## src/rtl/uart_frame_loader_pkg.sv

```systemverilog
// Shared FSM encoding, error codes and frame field offsets for the UART frame loader.
// Frame layout: SYNC TYPE LEN_LO LEN_HI {LEN words, 4 bytes each LSB-first} CSUM.
package uart_frame_loader_pkg;

    typedef enum logic [2:0] {
        ST_IDLE,
        ST_TYPE,
        ST_LEN0,
        ST_LEN1,
        ST_PAYLOAD,
        ST_CSUM
    } state_e;

    typedef enum logic [1:0] {
        ERR_NONE    = 2'd0,
        ERR_CSUM    = 2'd1,
        ERR_LEN     = 2'd2,
        ERR_TIMEOUT = 2'd3
    } err_e;

    typedef enum logic [2:0] {
        OFF_SYNC    = 3'd0,
        OFF_TYPE    = 3'd1,
        OFF_LEN_LO  = 3'd2,
        OFF_LEN_HI  = 3'd3,
        OFF_PAYLOAD = 3'd4
    } field_off_e;

    localparam int unsigned WORD_BYTES = 4;

endpackage

```

## src/rtl/uart_frame_loader.sv

```systemverilog
// Parses framed UART byte streams into 32-bit memory word writes with checksum.
// Define UART_FRAME_TIMEOUT_EN to abort frames idle for TIMEOUT_CLKS clocks.
module uart_frame_loader
    import uart_frame_loader_pkg::*;
#(
    parameter int unsigned ADDR_W       = 10,
    parameter logic [7:0]  SYNC_BYTE    = 8'hAA,
    parameter int unsigned TIMEOUT_CLKS = 1_000_000
) (
    input  logic              clk,
    input  logic              rst,
    input  logic [7:0]        rx_data,
    input  logic              rx_valid,
    output logic              mem_we,
    output logic [ADDR_W-1:0] mem_addr,
    output logic [31:0]       mem_wdata,
    output logic [7:0]        frame_type,
    output logic              busy,
    output logic              frame_done,
    output logic              frame_err,
    output logic [1:0]        err_code
);

    localparam logic [63:0] LEN_MAX = 64'd1 << ADDR_W;
    localparam logic [1:0]  LAST_BYTE = 2'(WORD_BYTES - 1);

    state_e            state_q;
    logic              mem_we_q;
    logic [ADDR_W-1:0] mem_addr_q;
    logic [31:0]       mem_wdata_q;
    logic [31:0]       word_q;
    logic [7:0]        type_q;
    logic              busy_q;
    logic              done_q;
    logic              err_q;
    logic [1:0]        err_code_q;
    logic [7:0]        csum_q;
    logic [7:0]        len_lo_q;
    logic [15:0]       wleft_q;
    logic [1:0]        bcnt_q;

    logic [15:0]       len_d;
    logic [31:0]       word_d;
    logic [7:0]        csum_d;

    assign len_d  = {rx_data, len_lo_q};
    assign word_d = {rx_data, word_q[31:8]};
    assign csum_d = csum_q + rx_data;

`ifdef UART_FRAME_TIMEOUT_EN
    localparam int unsigned TMO_W = $clog2(TIMEOUT_CLKS + 1);
    localparam logic [TMO_W-1:0] TMO_LAST = TMO_W'(TIMEOUT_CLKS - 1);
    logic [TMO_W-1:0] tmo_q;
`else
    logic [31:0] tmo_unused;
    assign tmo_unused = 32'(TIMEOUT_CLKS);
`endif

    always_ff @(posedge clk) begin
        if (rst) begin
            state_q     <= ST_IDLE;
            mem_we_q    <= 1'b0;
            mem_addr_q  <= '0;
            mem_wdata_q <= '0;
            word_q      <= '0;
            type_q      <= '0;
            busy_q      <= 1'b0;
            done_q      <= 1'b0;
            err_q       <= 1'b0;
            err_code_q  <= ERR_NONE;
            csum_q      <= '0;
            len_lo_q    <= '0;
            wleft_q     <= '0;
            bcnt_q      <= '0;
`ifdef UART_FRAME_TIMEOUT_EN
            tmo_q       <= '0;
`endif
        end else begin
            mem_we_q <= 1'b0;
            done_q   <= 1'b0;
            err_q    <= 1'b0;
            // Address advances the cycle after each write strobe.
            if (mem_we_q) mem_addr_q <= mem_addr_q + 1'b1;

            unique case (state_q)
                ST_IDLE: begin
                    if (rx_valid && rx_data == SYNC_BYTE) begin
                        state_q    <= ST_TYPE;
                        busy_q     <= 1'b1;
                        csum_q     <= '0;
                        bcnt_q     <= '0;
                        mem_addr_q <= '0;
                    end
                end
                ST_TYPE: begin
                    if (rx_valid) begin
                        type_q  <= rx_data;
                        csum_q  <= csum_d;
                        state_q <= ST_LEN0;
                    end
                end
                ST_LEN0: begin
                    if (rx_valid) begin
                        len_lo_q <= rx_data;
                        csum_q   <= csum_d;
                        state_q  <= ST_LEN1;
                    end
                end
                ST_LEN1: begin
                    if (rx_valid) begin
                        csum_q <= csum_d;
                        if ({48'd0, len_d} > LEN_MAX) begin
                            state_q    <= ST_IDLE;
                            busy_q     <= 1'b0;
                            err_q      <= 1'b1;
                            err_code_q <= ERR_LEN;
                        end else if (len_d == 16'd0) begin
                            state_q <= ST_CSUM;
                        end else begin
                            wleft_q <= len_d;
                            state_q <= ST_PAYLOAD;
                        end
                    end
                end
                ST_PAYLOAD: begin
                    if (rx_valid) begin
                        csum_q <= csum_d;
                        word_q <= word_d;
                        bcnt_q <= bcnt_q + 1'b1;
                        if (bcnt_q == LAST_BYTE) begin
                            mem_we_q    <= 1'b1;
                            mem_wdata_q <= word_d;
                            wleft_q     <= wleft_q - 1'b1;
                            if (wleft_q == 16'd1) state_q <= ST_CSUM;
                        end
                    end
                end
                ST_CSUM: begin
                    if (rx_valid) begin
                        state_q <= ST_IDLE;
                        busy_q  <= 1'b0;
                        if (rx_data == csum_q) begin
                            done_q     <= 1'b1;
                            err_code_q <= ERR_NONE;
                        end else begin
                            err_q      <= 1'b1;
                            err_code_q <= ERR_CSUM;
                        end
                    end
                end
                default: begin
                    state_q <= ST_IDLE;
                    busy_q  <= 1'b0;
                end
            endcase

`ifdef UART_FRAME_TIMEOUT_EN
            // A byte on the expiry cycle wins: rx_valid clears the counter first.
            if (state_q == ST_IDLE || rx_valid) begin
                tmo_q <= '0;
            end else if (tmo_q == TMO_LAST) begin
                tmo_q      <= '0;
                state_q    <= ST_IDLE;
                busy_q     <= 1'b0;
                err_q      <= 1'b1;
                err_code_q <= ERR_TIMEOUT;
            end else begin
                tmo_q <= tmo_q + 1'b1;
            end
`endif
        end
    end

    assign mem_we     = mem_we_q;
    assign mem_addr   = mem_addr_q;
    assign mem_wdata  = mem_wdata_q;
    assign frame_type = type_q;
    assign busy       = busy_q;
    assign frame_done = done_q;
    assign frame_err  = err_q;
    assign err_code   = err_code_q;

endmodule

```

## config.mk

```make
export PLATFORM = sky130hd
export DESIGN_NAME = uart_frame_loader
export DESIGN_NICKNAME = d
export VERILOG_FILES = /design/src/rtl/uart_frame_loader_pkg.sv /design/src/rtl/uart_frame_loader.sv
export SDC_FILE = /design/constraint.sdc
export NUM_CORES = 1
export LEC_CHECK = 0
export ABC_AREA = 1
export BUFFER_PORTS_ARGS = -buffer_cell sky130_fd_sc_hd__buf_4
export CELL_PAD_IN_SITES_DETAIL_PLACEMENT = 1
export CELL_PAD_IN_SITES_GLOBAL_PLACEMENT = 1
export CORE_MARGIN = 3
export CORE_UTILIZATION = 45
export CTS_CLUSTER_SIZE = 25
export DETAILED_ROUTE_END_ITERATION = 12
export PLACE_DENSITY = 0.94
export SYNTH_ARGS = -nofsm -noshare
export SYNTH_HDL_FRONTEND = slang
export SYNTH_SLANG_ARGS = --single-unit
```

## constraint.sdc

```tcl
create_clock -name clk -period 2.8 [get_ports clk]
set_input_delay 0.14 -clock clk [delete_from_list [all_inputs] [get_ports clk]]
set_output_delay 0.14 -clock clk [all_outputs]
set_load 0.02 [all_outputs]
```

* Word level (Yosys, flattened, before mapping)
Index checks and enable logic that the tools add are counted.
** Operators by class
- $add $sub $neg :: 4
- Multiply operators :: 0
- Div/mod/pow operators :: 0
- $lt $le $gt $ge :: 1
- Equal/unequal tests :: 21
- Shift operators :: 0
- Muxes and demuxes :: 43
- Bitwise operators :: 4
- Reductions and logical operators :: 21
** Operator list (count)
- $mux 16 :: 5
- $pmux 16 s2 :: 1
- $mux 10 :: 3
- $mux 3 :: 9
- $ne 2x2->1 const B :: 11
- $pmux 3 s6 :: 1
- $eq 16x1->1 const B :: 1
- $gt 16x11->1 const B :: 1
- $logic_not 16->1 :: 1
- $mux 8 :: 2
- $pmux 8 s2 :: 1
- $sub 16x1->16 const B :: 1
- $mux 1 :: 12
- $add 10x1->10 const B :: 1
- $mux 2 :: 5
- $reduce_and 3->1 :: 3
- $reduce_or 3->1 :: 3
- $add 8x8->8 :: 1
- $eq 8x8->1 :: 1
- $eq 8x8->1 const B :: 1
- $pmux 2 s2 :: 2
- $reduce_and 8->1 :: 1
- $reduce_bool 2->1 :: 4
- $eq 3x2->1 const B :: 2
- other kinds (15) :: 21
** Storage, ports and cells
- Flip-flop bits (word level) :: 125
- Latch bits :: 0
- Bits in writable memories :: 0
- Memory bits (read-only) :: 0
- Input bits :: 11
- Word-level logic and storage cells :: 108
- Memories kept :: 0

* Depth between registers and ports, before layout
- Depth in word-level cells :: 5
- Depth in mapped cells :: 12
- Gate-level depth less buffers :: 12

* Worst setup path before layout
OpenSTA, ideal clock, no wires.
- Path type :: register to register
- From :: reg mem_addr_q[1], in the netlist mem_addr[1]
- To :: reg mem_addr_q[8], in the netlist mem_addr[8]
- Library setup time :: 0.142 ns
- Data arrival time :: 1.373 ns
- Required time :: 2.658 ns
- Path slack :: 1.285 ns
- Stages on the path, launching flop included :: 7
- Path buffers :: 0
- Path through :: dfxtp_1 > ha_1 > inv_1 > nor3_1 > nand3_1 > nor3_1 > nor3_1
** On the way
- Longest elaborated chain between the ends :: 4
** Ends and longest elaborated chain
- start: declaration :: RTL line uart_frame_loader.sv:29 : logic [ADDR_W-1:0] mem_addr_q;
- start signal: assignment :: RTL line uart_frame_loader.sv:83 : if (mem_we_q) mem_addr_q <= mem_addr_q + 1'b1;
- $add 10x1->10 (*) :: RTL line uart_frame_loader.sv:83
- $mux 10 (*) :: RTL line uart_frame_loader.sv:83
- $mux 10 :: RTL line uart_frame_loader.sv:87 : if (rx_valid && rx_data == SYNC_BYTE) begin
- $mux 10 (*) :: RTL line uart_frame_loader.sv:85 : unique case (state_q)
Every way passes the cells marked *; elsewhere a longest branch is shown, timed or not.
A chain may end at the register's enable or synchronous reset.

* Worst setup path after layout
- From :: reg state_q[0]
- To :: reg type_q[6], in the netlist frame_type[6]
** On the way
- Longest elaborated chain between the ends :: 2
** Ends and longest elaborated chain
- start: declaration :: RTL line uart_frame_loader.sv:27 : state_e state_q;
- start signal: assignment :: RTL line uart_frame_loader.sv:61 : state_q <= ST_IDLE;
- start signal: assignment :: RTL line uart_frame_loader.sv:88 : state_q <= ST_TYPE;
- start signal: assignment :: RTL line uart_frame_loader.sv:99 : state_q <= ST_LEN0;
- $eq 3x1->1 :: RTL line uart_frame_loader.sv:85
- $reduce_and 2->1 (no source line)
- end signal: assignment :: RTL line uart_frame_loader.sv:97 : type_q <= rx_data;
- end: declaration :: RTL line uart_frame_loader.sv:32 : logic [7:0] type_q;
Every way passes these cells.

==> metrics.md <==
| Metric | Value |
|---|---|
| Critical Path RT | 3140 ps |
| Routed via count | 5443 |
| Setup TNS | 0 ps |
| Slew Limit Headroom | 32.4% |
| Post-CTS Resized | 0 |
| First-pass GRT wire length | 29400 um |
| Average vias per placed instance | 5.55 |
| Slew Limit Fails | 0 |
| Share of layout cells above drive strength 1 | 13.5% |
| Worst setup SP type | register |
| Initial Utilization | ~46% |
| Clock skew | between 10 and 15 ps |
| Final nets | between 800 and 900 |
| Drt pass-1 iters | 5 |
| Maximum VDD drop | 0.579 mV |
| Largest area contributor in the netlist | dfxtp_1 |
| Initial DRC Count | 406 |
| Final HPWL from detailed placement | 11600 um |
| Count of filler cells inserted in the layout | 1508 |
| Synth Net Count | 789 |
| Primary FF master, synth | dfxtp_1 |
| Initial antenna violation count | 0 |
| Synth Warn # | 0 |
| Core Area | 0.0116 mm^2 |
| Num ports | 67 |
| FF-to-FF End | frame_type[6] |
| ANT cells | 0 |
| Setup repair bufs after CTS | 0 |
| Die X | 115 um |
| Num CTS Buffers | 17 |
| Grt total ovfl | 0 |
| Largest net degree at the start of global routing | 34 |
| R2R cell count | 6 |
| Max Root-Sink Buffers | 2 |
| Tmin final | 2270 ps |
| Main area contributors after synthesis | dfxtp_1 44%, nand2_1 10%, nor2_1 8.8% |
| Reg clk slew, reported paths | 60 ps |
| CP endpoint kind | register |
| GR Util All Layers | approximately 28% |
| RSZ-0062 raised after global routing | no |
| Number of global-route vias before repair | between 5000 and 6000 |
| Async S/R FF share, synth | 0% |
| Total of max-cap violations | 0 |
| Final wirelength | 17800 um |
| Leakage | about 3.0 nW |
| Worst skew pair latency | 420 ps |
| Yosys cell types | 35 |
| HP Class | in2reg |
| CTS Sinks | about 120 |
| Syn_area_per_cell | 7.02 um^2 |
| Setup violators final | 0 |
| Critical Path End | frame_type[6] |
| Max FO, Critical Path | 16 |
| Final Cycle Share | about four fifths |
| Post-synth top cells | 144 x nand2_1, 126 x nor2_1, 117 x dfxtp_1 |
| Drt wl/cell | roughly 18 um |
| Hold-fix buffers at CTS | 0 |
| Status | complete, no violations |
| Synth Cell Area | 0.00538 mm^2 |
| ANT nets after route | 0 |
| Residual DRC | 0 |
| Sequential share of the synthesized area | 43.6% |
| Worst flop-to-flop path startpoint | state_q[0] |
| Layout area overhead | 21.3% |
| Most common cell in the netlist | nand2_1 |
| Row count | 39 |
| Root buf cell | clkbuf_16 |
| Total number of H-tree levels | 4 |
| Die ar. | 0.0133 mm^2 |
| Core Util, Final | 56.4% |
| Post-synthesis cell count | 766 |
| CTS tree | built |
| Dpl cells | 949 |
| Top cell type's share of synthesized area | 43.6% |
| Final Hold Vio Count | 0 |
| Die height | approximately 120 um |
| Post-synth EDFFs | 0 |
| Power per Cell Area | about 1100 mW/mm^2 |
| IO buf count | 66 |
| CP Class | reg2reg |
| Fmax | 440 MHz |
| Final Wtd Congestion | 0.856 |
| CP arrival | 2610 ps |
| FF+latch count, synth | roughly 120 |
| Flop2flop setup slack | between 500 and 600 ps |
| Slew @ Worst Pin | 1010 ps |
| Post-route insts no fill | 980 |
| Crit. Startpoint | state_q[0] |
cell usage in the layout, fill, tap and decap left out, types with 2 or more instances in the layout:
| cell | instances |
|---|---|
| clkbuf_16 | 17 |
| nand2_1 | 144 |
| a211oi_1 | 2 |
| inv_2 | 4 |
| nor2_1 | 125 |
| nor3_1 | 12 |
| nor2_4 | 3 |
| nand4_1 | 12 |
| dfxtp_1 | 117 |
| inv_1 | 79 |
| nand3_1 | 50 |
| xnor2_1 | 4 |
| clkinvlp_4 | 3 |
| o21ai_0 | 87 |
| xor2_1 | 5 |
| ha_1 | 11 |
| bufinv_16 | 3 |
| o21ai_1 | 3 |
| a21oi_1 | 58 |
| nor3b_1 | 2 |
| buf_4 | 70 |
| clkbuf_1 | 5 |
| nor2_2 | 5 |
| o21a_1 | 2 |
stage by stage:
| step | total power [mW] | hold slack (ps) | setup slack, ps | instance area [um^2] |
|---|---|---|---|---|
| 6_report | 6.99 | 50.9 | 525 | 6520 |
| 5_1_grt | 7.46 | 36.8 | 322 | 6520 |
| 4_1_cts | 6.99 | 28.0 | 572 | 6520 |
| 3_5_place_dp | 4.65 | 453 | 660 | 5940 |
| 3_3_place_gp | 4.46 | 442 | 763 | 5940 |
| 2_1_floorplan | 4.03 | 213 | 1290 | 5380 |
logic make-up after synthesis:
logic type               after synthesis  synth area share (%)
buffers and inverters                114                  8.54
flip-flops                           117                  43.6
adder cells (fa/ha/maj)               12                  2.93
AND/OR/NAND/NOR                      361                  29.0
XOR/XNOR                               9                  1.47
AO/OA/AOI/OAI                        153                  14.5
routing by layer:
metal  share of wire (%)  track usage (%)
met5                   0                0
met1                  40             31.6
met3                 4.8             6.05
met2                  52             50.7
met4                 3.0             12.0
worst min path at each step:
stage	cells after the start	to	slack [ps]	startpoint
detailed placement	2	err_code[1]	450	err_code[1]
CTS	2	csum_q[2]	30	rst
finish	2	csum_q[2]	50	rst
global route	2	csum_q[2]	40	rst
floorplan	1	mem_we	210	rst
global placement	1	bcnt_q[0]	440	bcnt_q[0]
power by group:
| part | internal [mW] | leakage, nW | switching [mW] | total [mW] |
|---|---|---|---|---|
| combinational | 0.802 | 1.75 | 1.84 | 2.64 |
| clock | 1.42 | 0.273 | 0.774 | 2.19 |
| sequential | 1.93 | 0.948 | 0.236 | 2.16 |
| total | 4.15 | 2.97 | 2.85 | 6.99 |
worst max-delay path, stage by stage, from the launching register on:
cell and delay, ps:
dfxtp_1 440, inv_1 130, nor2_1 230, nand2_1 160, nor2_1 790, o21ai_0 260
a21oi_1 200
state kept, by name, summed over array words and instances (netlist names):
name,cells
frame_done,1
frame_err,1
err_code,2
word_q,24
busy,1
mem_addr,10
mem_we,1
state_q,3
frame_type,8
bcnt_q,2
wleft_q,16
mem_wdata,32
len_lo_q,8
csum_q,8
cell type report:
type | instances | area [um^2] | area share (%)
multi-input cells | 535 | 2580 | 39.5
flip-flops and latches | 117 | 2340 | 35.9
inverters | 84 | 315 | 4.83
clock inverters | 8 | 126 | 1.94
clock buffers | 23 | 458 | 7.02
well taps | 143 | 179 | 2.74
repair buffers | 70 | 526 | 8.06
Note: power is estimated with default switching activity, not from simulation.
